## config.mk

```make
export PLATFORM = sky130hd
export DESIGN_NAME = ex_muldiv
export DESIGN_NICKNAME = d
export VERILOG_FILES = /design/src/rtl/muldiv_pkg.sv /design/src/rtl/muldiv_step.sv /design/src/rtl/ex_muldiv.sv
export SDC_FILE = /design/constraint.sdc
export NUM_CORES = 1
export LEC_CHECK = 0
export ABC_AREA = 1
export BUFFER_PORTS_ARGS = -buffer_cell sky130_fd_sc_hd__buf_2
export CORE_MARGIN = 4
export CORE_UTILIZATION = 25
export DETAILED_ROUTE_END_ITERATION = 8
export PLACE_DENSITY_LB_ADDON = 0.2
export SETUP_SLACK_MARGIN = 0.05
export SYNTH_ARGS = -nofsm -noshare
export SYNTH_HDL_FRONTEND = slang
export SYNTH_SLANG_ARGS = --single-unit
```

## constraint.sdc

```tcl
create_clock -name clk_i -period 9.7 [get_ports clk_i]
set_input_delay 1.455 -clock clk_i [delete_from_list [all_inputs] [get_ports clk_i]]
set_output_delay 1.455 -clock clk_i [all_outputs]
set_load 0.01 [all_outputs]
```

## src/rtl/muldiv_pkg.sv

```systemverilog
// Shared definitions for the EX-stage iterative multiply/divide unit:
// operand width default, op encodings, FSM states and op decode helpers.
package muldiv_pkg;

    localparam int XLEN_DEFAULT = 32;

    typedef enum logic [1:0] {
        OP_MULT  = 2'b00,
        OP_MULTU = 2'b01,
        OP_DIV   = 2'b10,
        OP_DIVU  = 2'b11
    } op_e;

    typedef enum logic [1:0] {
        IDLE,
        CALC,
        FIX
    } state_e;

    function automatic logic op_is_div(input logic [1:0] op);
        return (op == OP_DIV) || (op == OP_DIVU);
    endfunction

    function automatic logic op_is_signed(input logic [1:0] op);
        return (op == OP_MULT) || (op == OP_DIV);
    endfunction

endpackage

```

## src/rtl/muldiv_step.sv

```systemverilog
// One radix-2 iteration on the shared 2*XLEN accumulator: shift-add for
// multiply, restoring subtract-shift for divide.
module muldiv_step #(
    parameter int XLEN = 32
) (
    input  logic [2*XLEN-1:0] acc_i,
    input  logic [XLEN-1:0]   opnd_i,
    input  logic              div_i,
    output logic [2*XLEN-1:0] acc_o
);

    logic [XLEN:0] mul_sum;
    logic [XLEN:0] rem_sh;
    logic [XLEN:0] diff;

    always_comb begin
        // NOTE: every signal gets a value on every path through the block,
        // otherwise synthesis would infer a latch to hold the old value.
        mul_sum = {1'b0, acc_i[2*XLEN-1:XLEN]} + (acc_i[0] ? {1'b0, opnd_i} : '0);
        rem_sh  = {acc_i[2*XLEN-1:XLEN], acc_i[XLEN-1]};
        diff    = rem_sh - {1'b0, opnd_i};
        acc_o   = {mul_sum, acc_i[XLEN-1:1]};

        // Divide: upper half is the partial remainder, lower half collects quotient bits.
        if (div_i) begin
            if (diff[XLEN]) begin
                acc_o = {rem_sh[XLEN-1:0], acc_i[XLEN-2:0], 1'b0};
            end else begin
                acc_o = {diff[XLEN-1:0], acc_i[XLEN-2:0], 1'b1};
            end
        end
    end

endmodule

```

## src/rtl/ex_muldiv.sv

```systemverilog
// EX-stage iterative MULT/MULTU/DIV/DIVU unit writing HI/LO; holds the
// upstream pipeline via a combinational stall while an operation is in flight.
module ex_muldiv
    import muldiv_pkg::*;
#(
    parameter int XLEN = XLEN_DEFAULT
) (
    input  logic            clk_i,
    input  logic            rst_i,
    input  logic            start_i,
    input  logic [1:0]      op_i,
    input  logic [XLEN-1:0] rs_i,
    input  logic [XLEN-1:0] rt_i,
    input  logic            flush_i,
    output logic            stall_o,
    output logic            done_o,
    output logic            divzero_o,
    output logic [XLEN-1:0] hi_o,
    output logic [XLEN-1:0] lo_o
);

    localparam int CNT_W = $clog2(XLEN);
    localparam logic [CNT_W-1:0] CNT_LAST = CNT_W'(XLEN - 1);

    state_e state_q, state_d;

    logic [CNT_W-1:0]  cnt_q;
    logic [2*XLEN-1:0] acc_q;
    logic [2*XLEN-1:0] acc_step;
    logic [XLEN-1:0]   opnd_q;
    logic              div_q;
    logic              neg_res_q;
    logic              neg_rem_q;
    logic              divz_q;

    logic              accept;
    logic              in_div;
    logic              in_divz;
    logic              rs_neg;
    logic              rt_neg;
    logic [XLEN-1:0]   rs_mag;
    logic [XLEN-1:0]   rt_mag;

    logic [2*XLEN-1:0] prod_fix;
    logic [XLEN-1:0]   fix_hi;
    logic [XLEN-1:0]   fix_lo;

    assign accept  = (state_q == IDLE) && start_i && !flush_i;
    assign in_div  = op_is_div(op_i);
    assign in_divz = in_div && (rt_i == '0);
    assign rs_neg  = op_is_signed(op_i) && rs_i[XLEN-1];
    assign rt_neg  = op_is_signed(op_i) && rt_i[XLEN-1];
    assign rs_mag  = rs_neg ? -rs_i : rs_i;
    assign rt_mag  = rt_neg ? -rt_i : rt_i;

    muldiv_step #(.XLEN(XLEN)) u_step (
        .acc_i  (acc_q),
        .opnd_i (opnd_q),
        .div_i  (div_q),
        .acc_o  (acc_step)
    );

    always_ff @(posedge clk_i or posedge rst_i) begin
        // NOTE: sequential state uses non-blocking assignments so every
        // register samples pre-edge values regardless of statement order.
        if (rst_i) begin
            state_q <= IDLE;
        end else begin
            state_q <= state_d;
        end
    end

    always_comb begin
        state_d = state_q;
        stall_o = 1'b0;
        case (state_q)
            IDLE: begin
                if (accept) begin
                    stall_o = 1'b1;
                    state_d = in_divz ? FIX : CALC;
                end
            end
            CALC: begin
                stall_o = 1'b1;
                if (flush_i) begin
                    state_d = IDLE;
                end else if (cnt_q == CNT_LAST) begin
                    state_d = FIX;
                end
            end
            FIX: begin
                stall_o = 1'b1;
                state_d = IDLE;
            end
            default: begin
                state_d = IDLE;
            end
        endcase
    end

    // Sign fixup: quotient truncates toward zero, remainder follows the dividend.
    always_comb begin
        prod_fix = neg_res_q ? -acc_q : acc_q;
        fix_hi   = prod_fix[2*XLEN-1:XLEN];
        fix_lo   = prod_fix[XLEN-1:0];
        if (divz_q) begin
            fix_hi = acc_q[2*XLEN-1:XLEN];
            fix_lo = acc_q[XLEN-1:0];
        end else if (div_q) begin
            fix_hi = neg_rem_q ? -acc_q[2*XLEN-1:XLEN] : acc_q[2*XLEN-1:XLEN];
            fix_lo = neg_res_q ? -acc_q[XLEN-1:0] : acc_q[XLEN-1:0];
        end
    end

    always_ff @(posedge clk_i or posedge rst_i) begin
        // NOTE: the wide datapath registers are reset as well so that a
        // discarded operation leaves nothing observable behind.
        if (rst_i) begin
            cnt_q     <= '0;
            acc_q     <= '0;
            opnd_q    <= '0;
            div_q     <= 1'b0;
            neg_res_q <= 1'b0;
            neg_rem_q <= 1'b0;
            divz_q    <= 1'b0;
            done_o    <= 1'b0;
            divzero_o <= 1'b0;
            hi_o      <= '0;
            lo_o      <= '0;
        end else begin
            done_o <= 1'b0;
            case (state_q)
                IDLE: begin
                    if (accept) begin
                        cnt_q     <= '0;
                        div_q     <= in_div;
                        divz_q    <= in_divz;
                        neg_res_q <= rs_neg ^ rt_neg;
                        neg_rem_q <= rs_neg;
                        opnd_q    <= in_div ? rt_mag : rs_mag;
                        // Divide by zero preloads the final HI=rs, LO=all-ones result.
                        if (in_divz) begin
                            acc_q <= {rs_i, {XLEN{1'b1}}};
                        end else begin
                            acc_q <= {{XLEN{1'b0}}, (in_div ? rs_mag : rt_mag)};
                        end
                    end
                end
                CALC: begin
                    acc_q <= acc_step;
                    cnt_q <= cnt_q + CNT_W'(1);
                end
                FIX: begin
                    if (!flush_i) begin
                        hi_o      <= fix_hi;
                        lo_o      <= fix_lo;
                        done_o    <= 1'b1;
                        divzero_o <= divz_q;
                    end
                end
                default: begin
                end
            endcase
        end
    end

endmodule
```

After elaboration in Yosys (flattened, before gate mapping)
Index checks and enable logic that the tools add are counted.
Widths: inputs -> output; s select.
{"block": "totals", "reg_bits": 173}
{"block": "op_classes", "muxes": 28, "reduce_logical": 17, "n_eq_ne": 7, "addsub": 8, "bitwise_logic": 2}
{"cell": "$mux 32", "count": 11}
{"cell": "$mux 64", "count": 5}
{"cell": "$neg 32->32", "count": 4}
{"cell": "$pmux 64 s2", "count": 1}
{"cell": "$neg 64->64", "count": 1}
{"cell": "$add 32x33->33", "count": 1}
{"cell": "$sub 33x32->33", "count": 1}
{"cell": "$logic_not 32->1", "count": 1}
{"cell": "$pmux 5 s2", "count": 1}
{"cell": "$mux 2", "count": 4}
{"cell": "$reduce_and 2->1", "count": 4}
{"cell": "$eq 2x2->1 const B", "count": 3}
{"cell": "$add 5x1->5 const B", "count": 1}
{"cell": "$eq 5x5->1 const B", "count": 1}
{"cell": "$logic_and 1x1->1", "count": 5}
{"cell": "$mux 5", "count": 1}
{"cell": "$logic_not 2->1", "count": 2}
{"cell": "$pmux 2 s2", "count": 1}
{"cell": "$mux 1", "count": 3}
{"cell": "$ne 3x3->1 const B", "count": 1}
{"cell": "$eq 2x1->1 const B", "count": 1}
{"cell": "$logic_or 1x1->1", "count": 2}
{"cell": "$ne 2x2->1 const B", "count": 1}
{"cell": "$pmux 1 s2", "count": 1}
{"cell": "other kinds (5)", "count": 5}

Longest topological paths before layout
{"block": "depth", "ltp_word": 8, "depth_mapped": 22, "depth_no_buf": 20}

Cells and area by module
From an unflattened synthesis, not the netlist that was laid out.
{"block": "hier_totals", "cells_unflattened": 3224, "hier_area_um2": 18699.2}
{"mod": "ex_muldiv", "instances": 1, "cells_each": 1916, "area_each_um2": 12343.1}
{"mod": "muldiv_step", "instances": 1, "cells_each": 1308, "area_each_um2": 6356.1}

Least setup slack after synthesis
Ideal clock, no wire load.
{"block": "synth_timing", "path_type": "input port to output port", "from": "input port flush_i", "to": "output port stall_o", "cell_stages": 6, "path_slack_ns": 5.910, "t_arrival_ns": 2.335, "t_required_ns": 8.245, "path_cell_list": "inv_1 nand3_1 inv_2 buf_1 nor2_1 nor2_1"}
{"block": "synth_via", "elab_chain_len": 4}
{"element": "start, declared", "line": "ex_muldiv.sv:14", "source": "input logic flush_i,"}
{"element": "$logic_not 1->1"}
{"element": "$logic_and 1x1->1", "line": "ex_muldiv.sv:48", "source": "assign accept = (state_q == IDLE) && start_i && !flush_i;"}
{"element": "$mux 1", "line": "ex_muldiv.sv:78", "source": "if (accept) begin"}
{"element": "$pmux 1 s2", "line": "ex_muldiv.sv:76", "source": "case (state_q)"}
{"element": "end, declared", "line": "ex_muldiv.sv:15", "source": "output logic stall_o,"}
No other way between the ends.

Final worst setup path
Ends and elaborated chain as after synthesis.

==> results.md <==
- Run status: completed
- Hpwl dp: slightly below 70000 microns
- Fin worst setup slack: 5620 ps
- Yosys warns: 0
- Final Net Count: 3468
- Post-synth top area cell: nand2_1
- Maximum clock frequency: 245 MHz
- Cell variety after synth: 45
- WL/cell: 19.8 microns
- Initial Util: 25.3%
- Fin crit share: a little over two fifths
- Synth top cells by count: nand2_1 (1210), inv_1 (487), nand3_1 (288), nor2_1 (279), o21ai_0 (196)
- Setup crit start kind: input pin
- First-pass detailed-route iteration total: 5
- Leak pwr: 11.2 nW
- Num CTS Buffers: 17
- Post-synthesis sequential area ratio: 23.4%
- Post-synthesis average cell area: 5.67 sq um
- Synth top area cells: nand2_1 (25%), dfrtp_1 (23%), inv_1 (9.9%), nand3_1 (7.8%), nor2_1 (5.7%)
- Setup TNS Final: 0 ps
- Die area: 78300 sq um
- Via density per instance: between 4 and 5
- Area delta synth->final: 11.7%
- CTS tree: yes
- Unrepaired setup endpoints after global routing: no
- Fin crit period: 4080 ps
- Critical-path cell list: buf_2 > inv_1 > nand3_1 > inv_2 > nor2_1 > nor2_1 > buf_2
- Worst hold path type: reg2reg
- Postcts setup bufs: 0
- # resized after CTS: 0
- Setup crit end kind: primary output
- Post-Place Cell Area: between 20000 and 25000 sq um
- Vias: 20900
- # DRC: 0
- CTS root buffer: clkbuf_16
- Setup CP Type: in2out
- Grt total ovfl: 0
- Critical path fanouts, max: 15
- CTS H-tree lvls: 4
- DRT iter0 DRCs: 2013
- IO Count: about 140
- Gpl congestion: 0.953
- Clk_lat worst skew: 500 ps
- GRT Total Usage: between 20% and 30%
- Final setup viols: 0
- Fraction of layout cells with a size suffix above 1: 7.02%
- VDD IR max: ~0.14 mV
- Synth top area share: 24.6%
- Total wire length: 84900 microns
- Vias in the first global route: 19400
- Initial antenna violation count: 2
- Slowest CP cell: nand3_1
- Final instance area: 20600 sq um
- Synthesized flop and latch total: roughly 170
- Max clock buf depth: 2
- CTS clk-pin slew, worst paths: 70 ps
- Die Width: between 200 and 300 microns
- Total power: 0.00729 W
- Antenna-violating nets left: 0
- Cell row count: 99
- Pwr Density: 353 nW/um^2
- Number of synthesized flops with an enable pin: 0
- Net Count, Synth: about 3400
- Largest net degree at the start of global routing: 119
- Max Cap Violations: 0
- Final clock skew: 18.8 ps
- Synth Cell Area: 18500 sq um
- CTS Hold Bufs: 0
- Arrival @ worst endpoint: 2620 ps
- Place WS: 5620 ps
- Max_slew headroom: 26.7%
- TritonCTS Sinks: about 170
- Slowest cell delay on critical path: between 500 and 600 ps
- CP Data Required Time: roughly 8300 ps
- Worst-Margin Slew: about 1100 ps
- Ys async rst share: 100%
- Global-route wire length before repair: 126000 microns
- Core area: roughly 73000 sq um
- Pins over their slew limit: 0
- Final Hold Fails: 0
- Die Height: 280 microns
- Top-count cell post-synth: nand2_1
- Port bufs: about 140
- Gate Count Post-Synth: approximately 3300
- Ant. Diodes: 0
- Main synth FF type: dfrtp_1
power by group:
group | total, W | switching, W | internal (W)
registers | 0.00162 | 0.000561 | 0.00106
clock network | 0.000711 | 0.000371 | 0.000340
logic | 0.00496 | 0.00346 | 0.00150
total | 0.00729 | 0.00439 | 0.00290
path summary, 6_finish.rpt:
check	startpoint	to	slack, ps	depth (start not counted)
max in group asynchronous	rst_i	acc_q[48]	7150	3
setup / recovery	flush_i	stall_o	5620	7
setup reg to reg	acc_q[55]	acc_q[57]	5920	16
hold reg to reg	hi_o[1]	hi_o[1]	480	2
min in group asynchronous	rst_i	lo_o[18]	1130	2
hold / removal	hi_o[1]	hi_o[1]	480	2
layer usage:
layer | vias to the layer above | global-route usage, % | wire length (microns)
met5 | - | 0 | 21
met4 | 4 | 5.21 | 1650
met3 | 75 | 2.38 | 5440
met2 | 728 | 30.9 | 35100
met1 | 9735 | 32.9 | 42600
li1 | 10400 | - | -
flip-flops by register name, indices dropped and copies added, names as in the netlist, 2 cells and up:
signal and flops:
acc_q 64, hi_o 32, lo_o 32, opnd_q 32
cnt_q 5, state_q 2
layout by cell type, fill, tap and decap left out, types with 4 or more instances in the layout:
cell and n:
nand3b_1 8, nand3_1 288, a21oi_1 133, a31oi_1 6, inv_2 4, buf_2 136, nor2_2 12, ha_1 73
and3_1 4, xnor2_1 8, a22oi_1 6, nand3_2 4, or2_2 5, buf_4 20, clkbuf_16 17, o211ai_1 31
o21ai_0 196, nor4_1 13, nand4_1 44, dfrtp_1 172, inv_6 5, xor2_1 75, o31ai_1 8, nor3_1 26
nand2_1 1209, o21ai_1 22, inv_1 486, nand2_2 6, nor2_1 276
worst max-delay path: cells and delay by family:
kind                   cells  cell delay (ps)
buffers and inverters      4              520
AND/OR/NAND/NOR            3              640
cells by family after synthesis:
group / after synthesis / share of synthesized area [%]
AND/OR/NAND/NOR: 1910 / 42.9
buffers and inverters: 605 / 12.6
AO/OA/AOI/OAI: 411 / 11.9
flip-flops: 173 / 23.4
XOR/XNOR: 83 / 3.94
adder cells (fa/ha/maj): 76 / 5.23
area by class of cell:
| type | instances | area [sq um] |
|---|---|---|
| Clock inverter | 15 | 151 |
| Tap cell | 959 | 1200 |
| Sequential cell | 173 | 4330 |
| Clock buffer | 17 | 425 |
| Multi-Input combinational cell | 2480 | 11800 |
| Inverter | 494 | 1860 |
| Fill cell | 8546 | 52500 |
| Timing Repair Buffer | 156 | 831 |
per-stage QoR:
stage | utilization, % | hold slack (ps) | cells
detailed placement | 27.4 | 465 | 4262
CTS | 28.2 | 484 | 4294
finish | 28.2 | 477 | 4294
floorplan | - | 448 | 3258
global route | 28.2 | 505 | 4294
global placement | 27.4 | 462 | 4262
No activity file was read; power rests on OpenSTA's default activity.
